[config.mk]
export PLATFORM = sky130hd
export DESIGN_NAME = key_command_queue
export DESIGN_NICKNAME = d
export VERILOG_FILES = /design/src/rtl/key_command_queue.sv
export SDC_FILE = /design/constraint.sdc
export NUM_CORES = 1
export LEC_CHECK = 0
export ABC_AREA = 1
export BUFFER_PORTS_ARGS = -buffer_cell sky130_fd_sc_hd__buf_2
export CORE_AREA = 2 2 208 210
export DETAILED_ROUTE_END_ITERATION = 8
export DIE_AREA = 0 0 210 212
export GPL_TIMING_DRIVEN = 1
export PLACE_DENSITY_LB_ADDON = 0.05
export SYNTH_ARGS = -nofsm -noshare
export SYNTH_HDL_FRONTEND = slang
export SYNTH_SLANG_ARGS = --single-unit
[constraint.sdc]
create_clock -name clk -period 3.5 [get_ports clk]
set_clock_uncertainty 0.15 [all_clocks]
set_input_delay 0.7 -clock clk [delete_from_list [all_inputs] [get_ports clk]]
set_output_delay 0.7 -clock clk [all_outputs]
set_load 0.005 [all_outputs]
[src/rtl/key_command_queue.sv]
// key_command_queue
//   Maps KeyboardDecoder make/break events onto NUM_KEYS configurable scan codes,
//   tracks a held level per key, and produces move commands on each fresh make and
//   on auto-repeat of the most recently pressed repeatable key. Commands are queued
//   in a first-word-fall-through FIFO that the game logic pops with valid/ready.
//
// Ports
//   clk          system clock
//   rst          synchronous active-high reset
//   key_down     held-key vector from KeyboardDecoder, indexed by scan code
//   last_change  scan code of the most recent event
//   key_valid    one-cycle event strobe
//   held         per-key held level
//   cmd_valid    FIFO non-empty
//   cmd_id       head command id (zero while cmd_valid is low)
//   cmd_ready    consumer pop request; pop happens on cmd_valid & cmd_ready
//   fifo_count   current FIFO occupancy
//   overflow     sticky flag, set when a command had to be dropped
//
// Repeat tracker states
//   state      | meaning
//   TRK_IDLE   | no key is auto-repeating
//   TRK_ACTIVE | timer counts down; at terminal count rep_key is pushed and
//              | the timer reloads with REPEAT_PERIOD

module key_command_queue #(
    parameter int                    NUM_KEYS      = 5,
    parameter logic [NUM_KEYS*9-1:0] KEY_CODES     = {9'h05A, 9'h023, 9'h01B, 9'h01C, 9'h01D},
    parameter logic [NUM_KEYS-1:0]   REPEAT_MASK   = 5'b01111,
    parameter int                    REPEAT_DELAY  = 50_000_000,
    parameter int                    REPEAT_PERIOD = 10_000_000,
    parameter int                    FIFO_DEPTH    = 4,
    parameter int                    IDW           = 4
) (
    input  logic                          clk,
    input  logic                          rst,
    input  logic [511:0]                  key_down,
    input  logic [8:0]                    last_change,
    input  logic                          key_valid,
    output logic [NUM_KEYS-1:0]           held,
    output logic                          cmd_valid,
    output logic [IDW-1:0]                cmd_id,
    input  logic                          cmd_ready,
    output logic [$clog2(FIFO_DEPTH):0]   fifo_count,
    output logic                          overflow
);

    localparam int AW = $clog2(FIFO_DEPTH);
    localparam int CW = AW + 1;
    localparam int TW = 32;

    typedef enum logic {
        TRK_IDLE,
        TRK_ACTIVE
    } trk_state_t;

    // ------------------------------------------------------------------
    // Event decode. Scanning from the top index down lets the lowest
    // matching index overwrite any higher duplicate.
    // ------------------------------------------------------------------
    logic [NUM_KEYS-1:0] hit_oh;
    logic [IDW-1:0]      hit_idx;
    logic                hit;

    always_comb begin
        hit_oh  = '0;
        hit_idx = '0;
        hit     = 1'b0;
        for (int i = NUM_KEYS - 1; i >= 0; i--) begin
            if (KEY_CODES[i*9 +: 9] == last_change) begin
                hit_oh    = '0;
                hit_oh[i] = 1'b1;
                hit_idx   = IDW'(i);
                hit       = 1'b1;
            end
        end
    end

    logic is_make;
    logic make_new;
    logic brk;
    logic make_rep;

    assign is_make  = key_down[last_change];
    // A make for a key that is already held is a typematic re-send: ignored.
    assign make_new = key_valid & hit & is_make & ~(|(held & hit_oh));
    assign brk      = key_valid & hit & ~is_make;
    assign make_rep = make_new & (|(hit_oh & REPEAT_MASK));

    always_ff @(posedge clk) begin
        if (rst) begin
            held <= '0;
        end else if (make_new) begin
            held <= held | hit_oh;
        end else if (brk) begin
            held <= held & ~hit_oh;
        end
    end

    // ------------------------------------------------------------------
    // Repeat tracker
    // ------------------------------------------------------------------
    trk_state_t     trk_state, trk_next;
    logic [TW-1:0]  timer, timer_next;
    logic [IDW-1:0] rep_key, rep_key_next;
    logic           rep_fire;

    always_ff @(posedge clk) begin
        if (rst) begin
            trk_state <= TRK_IDLE;
            timer     <= '0;
            rep_key   <= '0;
        end else begin
            trk_state <= trk_next;
            timer     <= timer_next;
            rep_key   <= rep_key_next;
        end
    end

    always_comb begin
        trk_next     = trk_state;
        timer_next   = timer;
        rep_key_next = rep_key;
        rep_fire     = 1'b0;
        case (trk_state)
            TRK_IDLE: begin
            end
            TRK_ACTIVE: begin
                if (timer == TW'(1)) begin
                    rep_fire   = 1'b1;
                    timer_next = TW'(REPEAT_PERIOD);
                end else begin
                    timer_next = timer - TW'(1);
                end
            end
            default: trk_next = TRK_IDLE;
        endcase
        // Releasing the tracked key stops repeating; other held keys do not take over.
        if (brk && (trk_state == TRK_ACTIVE) && (hit_idx == rep_key)) begin
            trk_next = TRK_IDLE;
        end
        // The newest repeatable make always retargets the tracker.
        if (make_rep) begin
            trk_next     = TRK_ACTIVE;
            timer_next   = TW'(REPEAT_DELAY);
            rep_key_next = hit_idx;
        end
    end

    // ------------------------------------------------------------------
    // Command FIFO (first-word-fall-through)
    // ------------------------------------------------------------------
    logic [IDW-1:0] mem [FIFO_DEPTH];
    logic [AW-1:0]  wr_ptr, rd_ptr;
    logic [CW-1:0]  count;
    logic           push_req;
    logic [IDW-1:0] push_id;
    logic           pop;
    logic           full;
    logic           do_push;

    // A make push pre-empts a coincident repeat push; the repeat is simply lost.
    assign push_req = make_new | rep_fire;
    assign push_id  = make_new ? hit_idx : rep_key;

    assign cmd_valid = (count != '0);
    assign full      = (count == CW'(FIFO_DEPTH));
    assign pop       = cmd_valid & cmd_ready;
    // At full, a simultaneous pop frees the slot the push needs.
    assign do_push   = push_req & (~full | pop);

    always_ff @(posedge clk) begin
        if (rst) begin
            wr_ptr   <= '0;
            rd_ptr   <= '0;
            count    <= '0;
            overflow <= 1'b0;
        end else begin
            if (do_push) begin
                wr_ptr <= wr_ptr + AW'(1);
            end
            if (pop) begin
                rd_ptr <= rd_ptr + AW'(1);
            end
            count <= count + CW'(do_push) - CW'(pop);
            if (push_req && full && !pop) begin
                overflow <= 1'b1;
            end
        end
    end

    always_ff @(posedge clk) begin
        if (do_push) begin
            mem[wr_ptr] <= push_id;
        end
    end

    assign cmd_id     = cmd_valid ? mem[rd_ptr] : '0;
    assign fifo_count = count;

endmodule

==> impl_metrics.csv, run 1 <==
group,metric,value,unit
clocking,cts_max_level,3,
clocking,clkSinkCount,63,
floorplan,start_util,20.2,%
worst_setup_path,cp-end-kind,"flip-flop",
route,routed_wl,57500,um
route,vias,13300,
worst_setup_path,worstSetupStartpointType,"primary input",
cells_and_area,final_core_util,33.2,%
status,run_status,"complete, but fails checks",
cells_and_area,syn_to_final_growth,64.3,%
place,port_buffers,537,
logic_synthesis,synth_top_family_by_area,"simple AND/OR/NAND/NOR gates",
worst_setup_path,crit_type,"in -> reg",
floorplan,rows,76,
grt,grt_pass1_wl,83200,um
place,place_ws,-732,ps
logic_synthesis,yosys.area_share.simple,63.5,%
logic_synthesis,synth_xor_area_share,2.04,%
hold_path,hp-class,"reg -> reg",
worst_setup_path,worstPathRequired,3620,ps
logic_synthesis,synth_compound_area_share,6.83,%
status,violations,"negative setup slack",
clocking,cts_root_buffer,"clkbuf_16",
run,cap_violations,0,
logic_synthesis,synth_edf_count,12,
logic_synthesis,synth_cells,1738,
logic_synthesis,async_reset_ff_share,0,%
sta,maxSlewViolCount,0,
cells_and_area,drive_above_1_share,34.3,%
route,drc_errors,0,
worst_setup_path,critPathLaunch,"last_change[1]",
power_and_ir_drop,worst_ir_drop_vdd,265,uV
logic_synthesis,synthMuxAreaShare,0,%
sta,hold_viol_final,0,
power_and_ir_drop,leakagePower,0.00785,uW
cells_and_area,final_cells,2914,
clocking,postCtsHoldBufs,0,
cells_and_area,nets,2886,
sta,setup_viol,2,
logic_synthesis,synth_top_area_share,43.2,%
logic_synthesis,netlist_top_cells_count,"988 x nand2_1, 146 x nor2_1, 107 x inv_1",
floorplan,die_h,212,um
sta,rsz0062_at_grt,"yes",
place,place_area,13000,sq um
place,hpwl,46400,um
floorplan,die_x,210,um
worst_setup_path,cp_max_fo,5,
logic_synthesis,yosysSeqAreaShare,16.1,%
logic_synthesis,yosysWarnings,0,
logic_synthesis,ys_types,49,
sta,finalWorstSetupSlack,-106,ps
logic_synthesis,netlist_area,8590,sq um
cells_and_area,seq_area,1380,sq um
floorplan,ios,539,
logic_synthesis,yosys.area.top_type,"nand2_1",
logic_synthesis,synth_area_leaders,"nand2_1 43%, dfxtp_1 12%, nor2_1 6.4%, nand3_1 5.6%, inv_1 4.7%",
sta,final.min_clock_period,3610,ps
grt,gr-total-overflow,0,
grt,grt_max_degree,38,
route,ant_nets,0,
clocking,cts_tree,"done",
hold_path,min_from,"rd_ptr[0]",
sta,fmax,0.277,GHz
power_and_ir_drop,power_density,229,nW/um^2
clocking,clkSlewWorstSetupHoldPaths,50,ps
logic_synthesis,synthAdderAreaFrac,1.40,%
place,routabilityCongestion,0.872,
grt,antenna_found_initial,19,
clocking,insertion_delay,330,ps
route,drtIter0Drc,852,
grt,grt_pass1_vias,13400,
route,first_pass_iters,5,
sta,fin_hold_ws,328,ps
worst_setup_path,rr_worst_depth,16,
logic_synthesis,synth_seq_cells,63,
sta,finalCritPeriodShare,103,%
clocking,cts_inserted_buffers,9,
floorplan,die-area,44500,sq um
route,vias_per_cell,4.56,
floorplan,core_area,42500,sq um
logic_synthesis,postSynthAreaPerCell,4.94,sq um
logic_synthesis,synth-main-ff-cell,"dfxtp_1",
worst_setup_path,timing.rr.start,"timer[11]",
cells_and_area,multi_input_area,6690,sq um
logic_synthesis,synth_nets,2272,
place,place_inst,2856,
clocking,clk_path_buf_depth,2,
grt,grt_util_all_layers,25.1,%
worst_setup_path,cp.arrival,3720,ps
hold_path,min_path_cells,1,
cells_and_area,fillers,4947,
logic_synthesis,synth.most_common_cell,"nand2_1",
route,wire_per_inst,19.7,um
cells_and_area,design_area,14100,sq um
[logic make-up after synthesis]
family / count (synthesis)
XOR/XNOR: 20
flip-flops: 63
AND/OR/NAND/NOR: 1332
buffers and inverters: 204
AO/OA/AOI/OAI: 109
other: 1
adder cells (fa/ha/maj): 9
[power breakdown]
group          internal (uW)  switching (uW)
Sequential               766            31.6
Clock                    544             338
Combinational            689             869
[layout make-up]
cell class | count | area share (%)
Inverter | 115 | 3.18
Tap cell | 546 | 4.84
Clock inverter | 7 | 0.452
Multi-Input combinational cell | 1471 | 47.4
Timing Repair Buffer | 692 | 32.5
Antenna cell | 11 | 0.195
Clock buffer | 9 | 1.60
Sequential cell | 63 | 9.79
[metal layers]
| metal | track usage, % | part of all wire, % |
|---|---|---|
| met1 | 31.4 | 44 |
| met3 | 3.09 | 4.7 |
| met5 | 0 | 0.050 |
| met2 | 45.5 | 49 |
| met4 | 6.41 | 2.2 |
[layout by cell type (no fill, tap or decap), types with 4 or more instances in the layout]
| cell | n |
|---|---|
| xnor2_1 | 5 |
| nand3_2 | 27 |
| ha_1 | 6 |
| buf_16 | 5 |
| nor2_1 | 134 |
| buf_4 | 99 |
| buf_12 | 36 |
| nand3_1 | 69 |
| nor2_2 | 11 |
| nor3_1 | 12 |
| nor4_1 | 4 |
| buf_6 | 8 |
| a21oi_1 | 63 |
| dfxtp_1 | 51 |
| o21ai_0 | 23 |
| diode_2 | 11 |
| nand2_2 | 19 |
| a21oi_2 | 5 |
| xor2_1 | 15 |
| inv_1 | 101 |
| nor2_4 | 5 |
| clkbuf_16 | 14 |
| buf_2 | 535 |
| nand2_1 | 970 |
| inv_2 | 9 |
| edfxtp_1 | 12 |
| nand4_1 | 60 |
| nand2_4 | 4 |
[final timing paths]
kind | to | slack (ps)
setup / recovery | fifo_count[2] | -110
hold reg to reg | rd_ptr[0] | 330
setup reg to reg | fifo_count[2] | 330
hold / removal | rd_ptr[0] | 330
[timing repair]
item | in CTS | in global routing
pin swaps | 16 | 45
buffers inserted | 15 | 5
gates resized for setup | 38 | 55
endpoints found under the setup margin | 2 | 2
gates cloned | 7 | 5
[through the flow]
step | setup TNS, ps | power, uW
after floorplan | -110 | 1470
after global placement | -4060 | 2240
after detailed placement | -4150 | 2240
after CTS | -140 | 3230
after global routing | -307 | 3460
final | -122 | 3240
[worst max-delay path: stages]
cell,delay [ps]
buf_6,120
buf_12,130
nor2_4,150
buf_12,150
buf_4,140
nand2_1,50
nand4_1,190
nor2_2,70
nor2_2,160
nor2_1,50
nand2_1,70
nand2_1,50
nor2_1,90
nor2_1,60
nand2_2,100
nand3_4,100
nand2_4,90
nand2_4,60
ha_4,270
inv_2,40
ha_4,140
fa_2,350
or2_4,240
a21oi_2,120
No activity file was read; power rests on OpenSTA's default activity.
==> inputs of run 2 (changes only) <==
CORE_AREA = 2 2 212 214   (was 2 2 208 210)
DIE_AREA = 0 0 214 216   (was 0 0 210 212)
==> run 2 against run 1 <==
Effect of this change: the run still ends with negative setup slack left; sequential share of layout area is essentially flat; via count is 0.54% higher; largest power group unchanged; wire length is 1.8% higher; critical path depth unchanged; final cell count grew 2.1%; flip-flop and latch count unchanged; clock power is 2% lower; count of clock-buffer cells in the layout grew 1; worst setup slack gained 17 ps; register-to-register slack improved by 30 ps; die area up 3.8%; global-route usage shrank 0.45 points; critical endpoint unchanged; critical path type unchanged.
==> impl_metrics.csv, run 2 (synthesis results as in run 1) <==
group,metric,value,unit
status,run_status,"complete, but fails checks",
status,violations,"negative setup slack",
grt,grt_use_met1,30.2,%
power_and_ir_drop,leakagePower,0.00784,uW
cells_and_area,drive_above_1_share,33.4,%
clocking,cts_root_buffer,"clkbuf_16",
route,routed_wl,58500,um
worst_setup_path,path_cells,"buf_12, buf_8, nor2_4, buf_12, buf_12, nand2_1, nand4_1, nand3_4, nand2_1, nand2_1, nand2_2, nand2_1, nand2_1, nand3_2, nand2_2, nand3_4, nand2_4, nand2_4, ha_4, inv_2, ha_4, fa_2, or2_4, a21oi_2",
hold_path,min_path_cells,2,
clocking,cts_inserted_buffers,9,
worst_setup_path,cpMostUsedCell,"nand2_1",
sta,final.min_clock_period,3590,ps
worst_setup_path,rr_worst_depth,17,
grt,grt_max_degree,42,
hold_path,holdPathEnd,"overflow",
cells_and_area,design_area,14100,sq um
route,wire_per_inst,19.7,um
route,ant_nets,0,
cells_and_area,final_cell_mix,"979 x nand2_1, 535 x buf_2, 139 x nor2_1, 121 x buf_4, 104 x inv_1",
hold_path,hp-class,"reg -> reg",
sta,setup_tns,-116,ps
grt,antenna_found_initial,16,
place,port_buffers,537,
hold_path,min_from,"overflow",
cells_and_area,syn_to_final_growth,63.8,%
worst_setup_path,cp-end-kind,"flip-flop",
route,vias,13400,
clocking,insertion_delay,330,ps
floorplan,rows,77,
sta,setup_viol,2,
sta,finalCritPeriodShare,103,%
worst_setup_path,timing.rr.start,"timer[11]",
sta,fmax,0.279,GHz
sta,maxSlewViolCount,0,
clocking,clk_path_buf_depth,2,
floorplan,start_util,19.6,%
place,place_area,13100,sq um
route,vias_per_cell,4.49,
sta,finalWorstSetupSlack,-89.7,ps
sta,hold_viol_final,0,
clocking,clkSlewWorstSetupHoldPaths,50,ps
place,hpwl,49000,um
route,first_pass_iters,8,
route,drc_errors,0,
grt,grt_pass1_vias,13800,
worst_setup_path,crit_family,"simple AND/OR/NAND/NOR gates",
grt,grt_pass1_wl,85600,um
place,place_ws,-917,ps
floorplan,ios,539,
grt,grt_util_all_layers,24.6,%
clocking,cts_max_level,3,
cells_and_area,nets,2900,
floorplan,die_h,216,um
worst_setup_path,cp_max_fo,7,
grt,grt.busiest_layer,"met2",
worst_setup_path,worstPathRequired,3620,ps
floorplan,die_x,214,um
sta,rsz0062_at_grt,"yes",
worst_setup_path,critPathSlowestCell,"fa_2",
clocking,cts_tree,"done",
power_and_ir_drop,worst_ir_drop_vdd,189,uV
floorplan,core_area,43800,sq um
run,cap_violations,0,
power_and_ir_drop,power_density,228,nW/um^2
clocking,clkSinkCount,63,
grt,gr-total-overflow,0,
grt,grt.met3_usage,4.76,%
worst_setup_path,slowest_delay,330,ps
cells_and_area,final_core_util,32.1,%
sta,fin_hold_ws,316,ps
worst_setup_path,critical_path_buf_inv_count,5,
worst_setup_path,crit_type,"in -> reg",
floorplan,die-area,46200,sq um
place,routabilityCongestion,1.01,
worst_setup_path,cp.arrival,3710,ps
worst_setup_path,regToRegSetupSlack,360,ps
worst_setup_path,worstSetupStartpointType,"primary input",
route,drtIter0Drc,916,
cells_and_area,mostFrequentLayoutCell,"nand2_1",
worst_setup_path,reg2reg_to,"fifo_count[2]",
grt,gr-usage-met2,43.6,%
[run 2: layer usage]
metal	share of wire, %	vias to the layer above
met2	48	515
li1	-	6699
met3	6.7	64
met4	2.5	2
met5	0.022	-
met1	43	6071
[run 2: worst max-delay path by stage]
| stage | from | slack (ps) | cells past startpoint | endpoint |
|---|---|---|---|---|
| after global placement | last_change[0] | -930 | 24 | fifo_count[2] |
| after detailed placement | last_change[0] | -920 | 24 | fifo_count[2] |
| after CTS | last_change[0] | -130 | 24 | fifo_count[2] |
| final | last_change[1] | -90 | 24 | fifo_count[2] |
| after global routing | last_change[1] | -230 | 22 | fifo_count[2] |
| after floorplan | last_change[5] | -100 | 19 | fifo_count[2] |
[run 2: worst reg2reg max path: stages, from the launching register on]
cell     delay, ps
dfxtp_1        350
nor2_1         110
inv_1           50
nor3_1         200
inv_1           90
nor4_1         170
buf_4          170
nand2_1         70
nor4_1         200
nand2_1        200
nand2_4        130
nand2_4         60
ha_4           270
inv_2           30
ha_4           140
fa_2           330
or2_4          250
a21oi_2        100
[run 2: power breakdown]
group | leakage, uW | switching, uW | total [uW] | internal [uW]
logic | 0.00719 | 862 | 1540 | 679
registers | 0.000513 | 33.1 | 799 | 766
clock network | 0.000139 | 324 | 866 | 541
[run 2: layout make-up]
class,instances,area [sq um]
tap,592,741
antenna,12,30.0
fill,5141,29800
timing repair buffer,706,4570
multi-input combinational,1471,6620
inverter,115,452
clock buffer,10,229
sequential,63,1380
clock inverter,6,51.3
[run 2: timing repair]
action                                  CTS  global route
hold buffers                              0             0
pin swaps                                23            17
gates resized for setup                  47            19
cloned                                    6             1
hold endpoints to repair                  0             0
setup buffers                            12             5
endpoints found under the setup margin   15             2
[run 2: metrics by stage]
stage,power (uW),std cells
after floorplan,1470,1738
after global placement,2270,2924
after detailed placement,2260,2924
after CTS,3220,2958
after global routing,3430,2974
final,3210,2975
